File: src/rtl/alu_operand_stage_pkg.sv
// Shared ALU definitions: op codes and operand-2 select codes used by decode and the operand stage.
package alu_operand_stage_pkg;

    typedef enum logic [3:0] {
        ALU_ADD  = 4'd0,
        ALU_SUB  = 4'd1,
        ALU_SLL  = 4'd2,
        ALU_SLT  = 4'd3,
        ALU_SLTU = 4'd4,
        ALU_XOR  = 4'd5,
        ALU_SRL  = 4'd6,
        ALU_SRA  = 4'd7,
        ALU_OR   = 4'd8,
        ALU_AND  = 4'd9,
        ALU_LUI  = 4'd10,
        ALU_PASS = 4'd11
    } alu_op_e;

    localparam logic OP2_REG = 1'b0;
    localparam logic OP2_IMM = 1'b1;

endpackage

File: src/rtl/alu_operand_stage_fwd_unit.sv
// Per-source-register bypass select (EX/MEM over MEM/WB over held data) and load-use compare.
module fwd_unit #(
    parameter int XLEN = 32
) (
    input  logic [4:0]      rs,
    input  logic [XLEN-1:0] rs_data,
    input  logic            check,
    input  logic            exm_rd_we,
    input  logic [4:0]      exm_rd,
    input  logic [XLEN-1:0] exm_result,
    input  logic            exm_is_load,
    input  logic            wb_rd_we,
    input  logic [4:0]      wb_rd,
    input  logic [XLEN-1:0] wb_data,
    output logic [XLEN-1:0] data,
    output logic            load_use
);

    logic exm_hit;
    logic wb_hit;

    always_comb begin
        exm_hit  = exm_rd_we && (exm_rd == rs) && (rs != 5'd0);
        wb_hit   = wb_rd_we && (wb_rd == rs) && (rs != 5'd0);
        data     = rs_data;
        // A load in EX/MEM has no data yet; it stalls instead of forwarding.
        if (exm_hit && !exm_is_load) begin
            data = exm_result;
        end else if (wb_hit) begin
            data = wb_data;
        end
        load_use = check && exm_hit && exm_is_load;
    end

endmodule

File: src/rtl/alu_operand_stage.sv
// Single-entry operand register between decode and the ALU, with bypass muxing and load-use stall.
module alu_operand_stage
    import alu_operand_stage_pkg::*;
#(
    parameter int XLEN = 32
) (
    input  logic            clk,
    input  logic            rst,
    input  logic            in_valid,
    output logic            in_ready,
    input  logic [3:0]      in_alu_type,
    input  logic            in_op2_sel,
    input  logic [4:0]      in_rs1,
    input  logic [4:0]      in_rs2,
    input  logic [XLEN-1:0] in_rs1_data,
    input  logic [XLEN-1:0] in_rs2_data,
    input  logic [XLEN-1:0] in_imm,
    input  logic [4:0]      in_rd,
    input  logic            in_rd_we,
    input  logic            exm_rd_we,
    input  logic [4:0]      exm_rd,
    input  logic [XLEN-1:0] exm_result,
    input  logic            exm_is_load,
    input  logic            wb_rd_we,
    input  logic [4:0]      wb_rd,
    input  logic [XLEN-1:0] wb_data,
    input  logic            flush,
    output logic            out_valid,
    input  logic            out_ready,
    output logic [3:0]      alu_type,
    output logic [XLEN-1:0] op1,
    output logic [XLEN-1:0] op2,
    output logic [4:0]      out_rd,
    output logic            out_rd_we
);

    logic            held_valid;
    logic [3:0]      held_alu_type;
    logic            held_op2_sel;
    logic [4:0]      held_rs1;
    logic [4:0]      held_rs2;
    logic [XLEN-1:0] held_rs1_data;
    logic [XLEN-1:0] held_rs2_data;
    logic [XLEN-1:0] held_imm;
    logic [4:0]      held_rd;
    logic            held_rd_we;

    logic [XLEN-1:0] rs1_fwd;
    logic [XLEN-1:0] rs2_fwd;
    logic            rs1_load_use;
    logic            rs2_load_use;
    logic            hazard;
    logic            capture;
    logic            fire;

    fwd_unit #(.XLEN(XLEN)) u_fwd_rs1 (
        .rs          (held_rs1),
        .rs_data     (held_rs1_data),
        .check       (1'b1),
        .exm_rd_we   (exm_rd_we),
        .exm_rd      (exm_rd),
        .exm_result  (exm_result),
        .exm_is_load (exm_is_load),
        .wb_rd_we    (wb_rd_we),
        .wb_rd       (wb_rd),
        .wb_data     (wb_data),
        .data        (rs1_fwd),
        .load_use    (rs1_load_use)
    );

    // rs2 only matters for the hazard when the ALU actually reads it.
    fwd_unit #(.XLEN(XLEN)) u_fwd_rs2 (
        .rs          (held_rs2),
        .rs_data     (held_rs2_data),
        .check       (held_op2_sel == OP2_REG),
        .exm_rd_we   (exm_rd_we),
        .exm_rd      (exm_rd),
        .exm_result  (exm_result),
        .exm_is_load (exm_is_load),
        .wb_rd_we    (wb_rd_we),
        .wb_rd       (wb_rd),
        .wb_data     (wb_data),
        .data        (rs2_fwd),
        .load_use    (rs2_load_use)
    );

    assign hazard    = held_valid && (rs1_load_use || rs2_load_use);
    assign out_valid = held_valid && !hazard;
    assign fire      = out_valid && out_ready;
    assign in_ready  = !held_valid || fire;
    assign capture   = in_valid && in_ready;

    assign op1       = rs1_fwd;
    assign op2       = (held_op2_sel == OP2_IMM) ? held_imm : rs2_fwd;
    assign alu_type  = held_alu_type;
    assign out_rd    = held_rd;
    assign out_rd_we = held_rd_we;

    always_ff @(posedge clk or posedge rst) begin
        if (rst) begin
            held_valid    <= 1'b0;
            held_alu_type <= '0;
            held_op2_sel  <= 1'b0;
            held_rs1      <= '0;
            held_rs2      <= '0;
            held_rs1_data <= '0;
            held_rs2_data <= '0;
            held_imm      <= '0;
            held_rd       <= '0;
            held_rd_we    <= 1'b0;
        end else begin
            if (flush) begin
                held_valid <= 1'b0;
            end else if (capture) begin
                held_valid <= 1'b1;
            end else if (fire) begin
                held_valid <= 1'b0;
            end
            if (capture && !flush) begin
                held_alu_type <= in_alu_type;
                held_op2_sel  <= in_op2_sel;
                held_rs1      <= in_rs1;
                held_rs2      <= in_rs2;
                held_rs1_data <= in_rs1_data;
                held_rs2_data <= in_rs2_data;
                held_imm      <= in_imm;
                held_rd       <= in_rd;
                held_rd_we    <= in_rd_we;
            end
        end
    end

endmodule

File: config.mk
export PLATFORM = sky130hd
export DESIGN_NAME = alu_operand_stage
export DESIGN_NICKNAME = d
export VERILOG_FILES = /design/src/rtl/alu_operand_stage_pkg.sv /design/src/rtl/alu_operand_stage_fwd_unit.sv /design/src/rtl/alu_operand_stage.sv
export SDC_FILE = /design/constraint.sdc
export NUM_CORES = 1
export LEC_CHECK = 0
export BUFFER_PORTS_ARGS = -buffer_cell sky130_fd_sc_hd__buf_2
export CORE_ASPECT_RATIO = 1.75
export CORE_MARGIN = 10
export CORE_UTILIZATION = 52
export DETAILED_ROUTE_END_ITERATION = 6
export MAX_ROUTING_LAYER = met4
export PLACE_DENSITY = 0.81
export REMOVE_ABC_BUFFERS = 1
export SYNTH_ARGS = -nofsm -noshare
export SYNTH_HDL_FRONTEND = slang
export SYNTH_SLANG_ARGS = --single-unit
File: constraint.sdc
create_clock -name clk -period 4.4 [get_ports clk]
set_input_delay 0.22 -clock clk [delete_from_list [all_inputs] [get_ports clk]]
set_output_delay 0.22 -clock clk [all_outputs]
set_load 0.01 [all_outputs]
Word-level counts from Yosys, hierarchy flattened
Index checks and enable logic that the tools add are counted.
{"block": "op_classes", "eq_ne": 4, "muxes": 8, "bitwise": 1, "reduce_logical": 27}
{"op": "32-bit 2-to-1 mux", "n": 5}
{"op": "5-bit equality test", "n": 4}
{"op": "1-bit logical AND", "n": 18}
{"op": "5-bit nonzero test", "n": 2}
{"op": "1-bit zero test", "n": 4}
{"op": "1-bit 2-to-1 mux", "n": 3}
{"op": "3-bit nonzero test", "n": 1}
{"op": "1-bit logical OR", "n": 2}
{"op": "1-bit NOT", "n": 1}
{"block": "totals", "ff_bits": 118, "inputBits": 199, "output_inout_bits": 76, "elab_cells": 50}

Depth between registers and ports, before layout
{"block": "depth", "ltp_word": 14, "depth_mapped": 9}

By module
A second synthesis with hierarchy kept.
{"block": "hier_totals", "hier_cells": 647, "area_unflattened_um2": 7375.8}
{"module": "alu_operand_stage", "n_inst": 1, "cells_each": 293, "area_each_um2": 4793.3, "seq_area_each_um2": 2952.8}
{"module": "fwd_unit", "n_inst": 2, "cells_each": 177, "area_each_um2": 1291.2, "seq_area_each_um2": 0.0}

Least setup slack after synthesis
No wires, ideal clock.
{"block": "synth_timing", "path_kind": "reg2out", "start": "register held_rs2[1]", "end": "output op2[10]", "arrival_ps": 1971, "setup_slack_ps": 2209, "stages_incl_launch_ff": 7, "cell_sequence": "dfrtp_1 or4_4 nor2_4 nor3_2 buf_2 mux2i_1 a222oi_1"}
{"block": "synth_between", "elab_chain_len": 6, "elab_cells_between_ends": 11, "cone_classes": "2 x eq/ne; 3 x mux; 6 x reduce/logical"}
{"item": "start, declared", "line": "alu_operand_stage.sv:41", "text": "logic [4:0] held_rs2;"}
{"item": "start signal, assigned", "line": "alu_operand_stage.sv:123", "text": "held_rs2 <= in_rs2;"}
{"item": "5-bit equality test, on equally long branches", "line": "alu_operand_stage_fwd_unit.sv:24, alu_operand_stage_fwd_unit.sv:23"}
{"item": "1-bit logical AND, on equally long branches (2 in series)", "line": "alu_operand_stage_fwd_unit.sv:24, alu_operand_stage_fwd_unit.sv:23"}
{"item": "32-bit 2-to-1 mux or 1-bit logical AND (tied branches)", "line": "alu_operand_stage_fwd_unit.sv:29, alu_operand_stage_fwd_unit.sv:27"}
{"item": "32-bit 2-to-1 mux (*)", "line": "alu_operand_stage_fwd_unit.sv:27", "text": "if (exm_hit && !exm_is_load) begin"}
{"item": "32-bit 2-to-1 mux (*)", "line": "alu_operand_stage.sv:94", "text": "assign op2 = (held_op2_sel == OP2_IMM) ? held_imm : rs2_fwd;"}
{"item": "end, declared", "line": "alu_operand_stage.sv:32", "text": "output logic [XLEN-1:0] op2,"}
Every way passes the cells marked *; elsewhere a longest branch is shown, timed or not.

Worst setup path in the final report
{"block": "layout_timing", "start": "register held_rs2[1]", "end": "output op2[7]"}
The elaborated chain is that of the path after synthesis.

==> flow_summary.yaml <==
worst_hold_path:
  hp-class: "in -> async"
worst_setup_path:
  r2r_setup_slack_ns: 1.43
  r2r-start: "held_rs1[3]"
  crit_path_end_kind: "output pin"
  rr_worst_depth: 7
  crit_required_ns: 4.18
  rr_endpoint: "held_imm[28]"
  worstPathMaxFanout: 32
  cp.arrival_ns: 3.14
  worstSetupStartpointType: "flop"
  crit_type: "reg -> out"
  setup.worst_path.start: "held_rs2[1]"
  endpoint: "op2[7]"
route:
  finalWirelength_um: 31500
  via_count: 9315
  ant_nets: 0
  drcViolationCount: 49
  wire_per_inst_um: 22.1
  first_pass_iters: 7
  drt_iter0_drc: 1081
  viasPerCell: 6.52
floorplanning:
  die_h_um: 190
  core_um2: 16400
  initial_core_util: 0.526
  rows: 62
  die_w_um: 117
  dieArea_um2: 22300
  num_io_pins: 275
pwr:
  peakVddDrop_mv: 0.207
  total_power_mw: 4.02
  p_leak_nw: 4.45
  powerDensity_nw_per_um2: 380
timing:
  period_minus_slack_ns: 3.36
  fin_crit_sh: 0.763
  relSlewSlack: 0.271
  fin_ws_ns: 1.04
  clock_skew_ns: 0.0134
  worst_slew_pin_slew_ns: 1.09
  finalSetupViolCount: 0
  whs_ns: 0.00754
  maxSlewViolCount: 0
  fin_tns_setup_ns: 0
  hold_viol_final: 0
  max_freq_ghz: 0.298
  rsz0062_at_grt: "false"
place:
  portBuffers: 274
  dp_cells: 1382
  postPlaceCellArea_um2: 10000
  dp_hpwl_um: 20400
  gp_congestion: 0.902
  post-place-ws_ns: 1.49
clock_network:
  cts_buffers: 17
  postCtsSetupBuffers: 0
  htree_levels: 4
  clkLatencyLatePin_ns: 0.41
  cts.sinks: 118
  path_clk_slew_ns: 0.05
  clock_path_buffers: 2
  cts_resized: 0
  cts_tree: "built"
  postCtsHoldBufs: 0
  cts-root-buf: "clkbuf_16"
grt:
  grt_pass1_wl_um: 49400
  first_global_vias: 9523
  grtUsageTotal: 0.283
  grt_overflow_total: 0
  grt_max_degree: 118
  antenna_found_initial: 15
flow_run:
  max_cap_violations: 0
final_layout:
  area_growth_pct: 22.9
  fin_area_um2: 10600
  fill_cells: 1449
  final_nets: 1376
  post_layout_nonfiller_instances: 1428
  final_util: 0.646
  drive_above_1_share: 0.310
  layout_commonest_cell: "buf_2"
  final_cell_mix: "buf_2, nand2_1, o211ai_1"
yosys:
  synth_top_cell_by_area: "dfrtp_1"
  synth.cell_area_um2: 8610
  ys_ff_latch: 118
  synth-seq-area-share: 0.343
  ys_warn_count: 0
  synth_top_cell_area_share: 0.343
  synth.avg_cell_area_um2: 8.82
  syn_inst: 976
  synth.distinct_cells: 36
  yosys-top-cells-area: "dfrtp_1, o211ai_1, a22oi_1"
status:
  failed_checks: "design-rule violations"
  status: "finished with violations"
[logic make-up after synthesis]
kind of cell / after synthesis / share of synthesized area
AOI/OAI and AO/OA: 389 / 0.370
and+or+nand+nor: 207 / 0.106
buffers and inverters: 178 / 0.0866
DFF: 118 / 0.343
muxes: 64 / 0.0744
xor gates and xnor gates: 20 / 0.0204
[how the worst min path moves through the flow]
stage,cells past startpoint,endpoint,start
after detailed placement,2,out_rd[4],rst
final,2,out_rd[4],rst
after CTS,2,held_rs2_data[31],rst
after floorplan,1,held_valid,in_valid
after global routing,3,held_rs1_data[21],in_rs1_data[21]
after global placement,2,out_rd[4],rst
[registers in the layout, indices dropped and copies added (netlist names)]
| signal | cells |
|---|---|
| held_rs1_data | 32 |
| out_rd_we | 1 |
| held_op2_sel | 1 |
| alu_type | 4 |
| held_rs1 | 5 |
| held_imm | 32 |
| held_valid | 1 |
| out_rd | 5 |
| held_rs2 | 5 |
| held_rs2_data | 32 |
[layer usage]
layer  GRT usage  up-vias  share of wire
met2       0.440      522           0.51
li1            -     4160              -
met5           -        -              0
met1       0.333     4524           0.37
met3      0.0410      109          0.067
met4       0.181        0          0.052
[cells in the mapped netlist]
master / n
a222oi_1: 31
o211ai_1: 141
buf_1: 2
buf_6: 7
a21boi_0: 1
nor2_4: 1
dfrtp_1: 118
clkbuf_1: 82
nand3_1: 1
mux2i_1: 64
xor2_1: 2
o21ai_0: 34
o21a_1: 1
a22oi_1: 86
a221oi_1: 1
a311o_1: 31
inv_1: 67
nor2b_1: 2
nor4_4: 1
or4_4: 1
nor4_2: 2
nor2_1: 3
nor2_2: 1
xnor2_1: 18
o31a_1: 1
nand4_1: 4
a22o_1: 31
a211o_1: 1
or2_1: 1
nor3_2: 2
o211ai_2: 30
nand2_1: 152
nor3_1: 34
nor4_1: 1
or4_1: 1
buf_2: 20
[critical path, cell delays in order, from the launching register on]
cell and delay [ns]:
dfrtp_1 0.44, or4_4 0.58, o21ai_0 0.30, nor3_1 0.13, nor2_4 0.74, a222oi_1 0.29
buf_2 0.23
[where the power goes]
part / internal (mW) / switching (mW) / leakage (nW)
combinational: 0.555 / 0.660 / 2.79
sequential: 1.29 / 0.217 / 1.40
clock: 0.795 / 0.507 / 0.257
[layout make-up]
class | instances | area (um2) | share of cell area
clock inverters | 9 | 80.1 | 0.00757
flip-flops and latches | 118 | 2950 | 0.279
multi-input cells | 680 | 4980 | 0.471
diodes | 16 | 40.0 | 0.00378
repair buffers | 293 | 1530 | 0.144
well taps | 224 | 280 | 0.0265
clock buffers | 21 | 460 | 0.0435
inverters | 67 | 254 | 0.0240
Power figures use the tool's default switching activity.
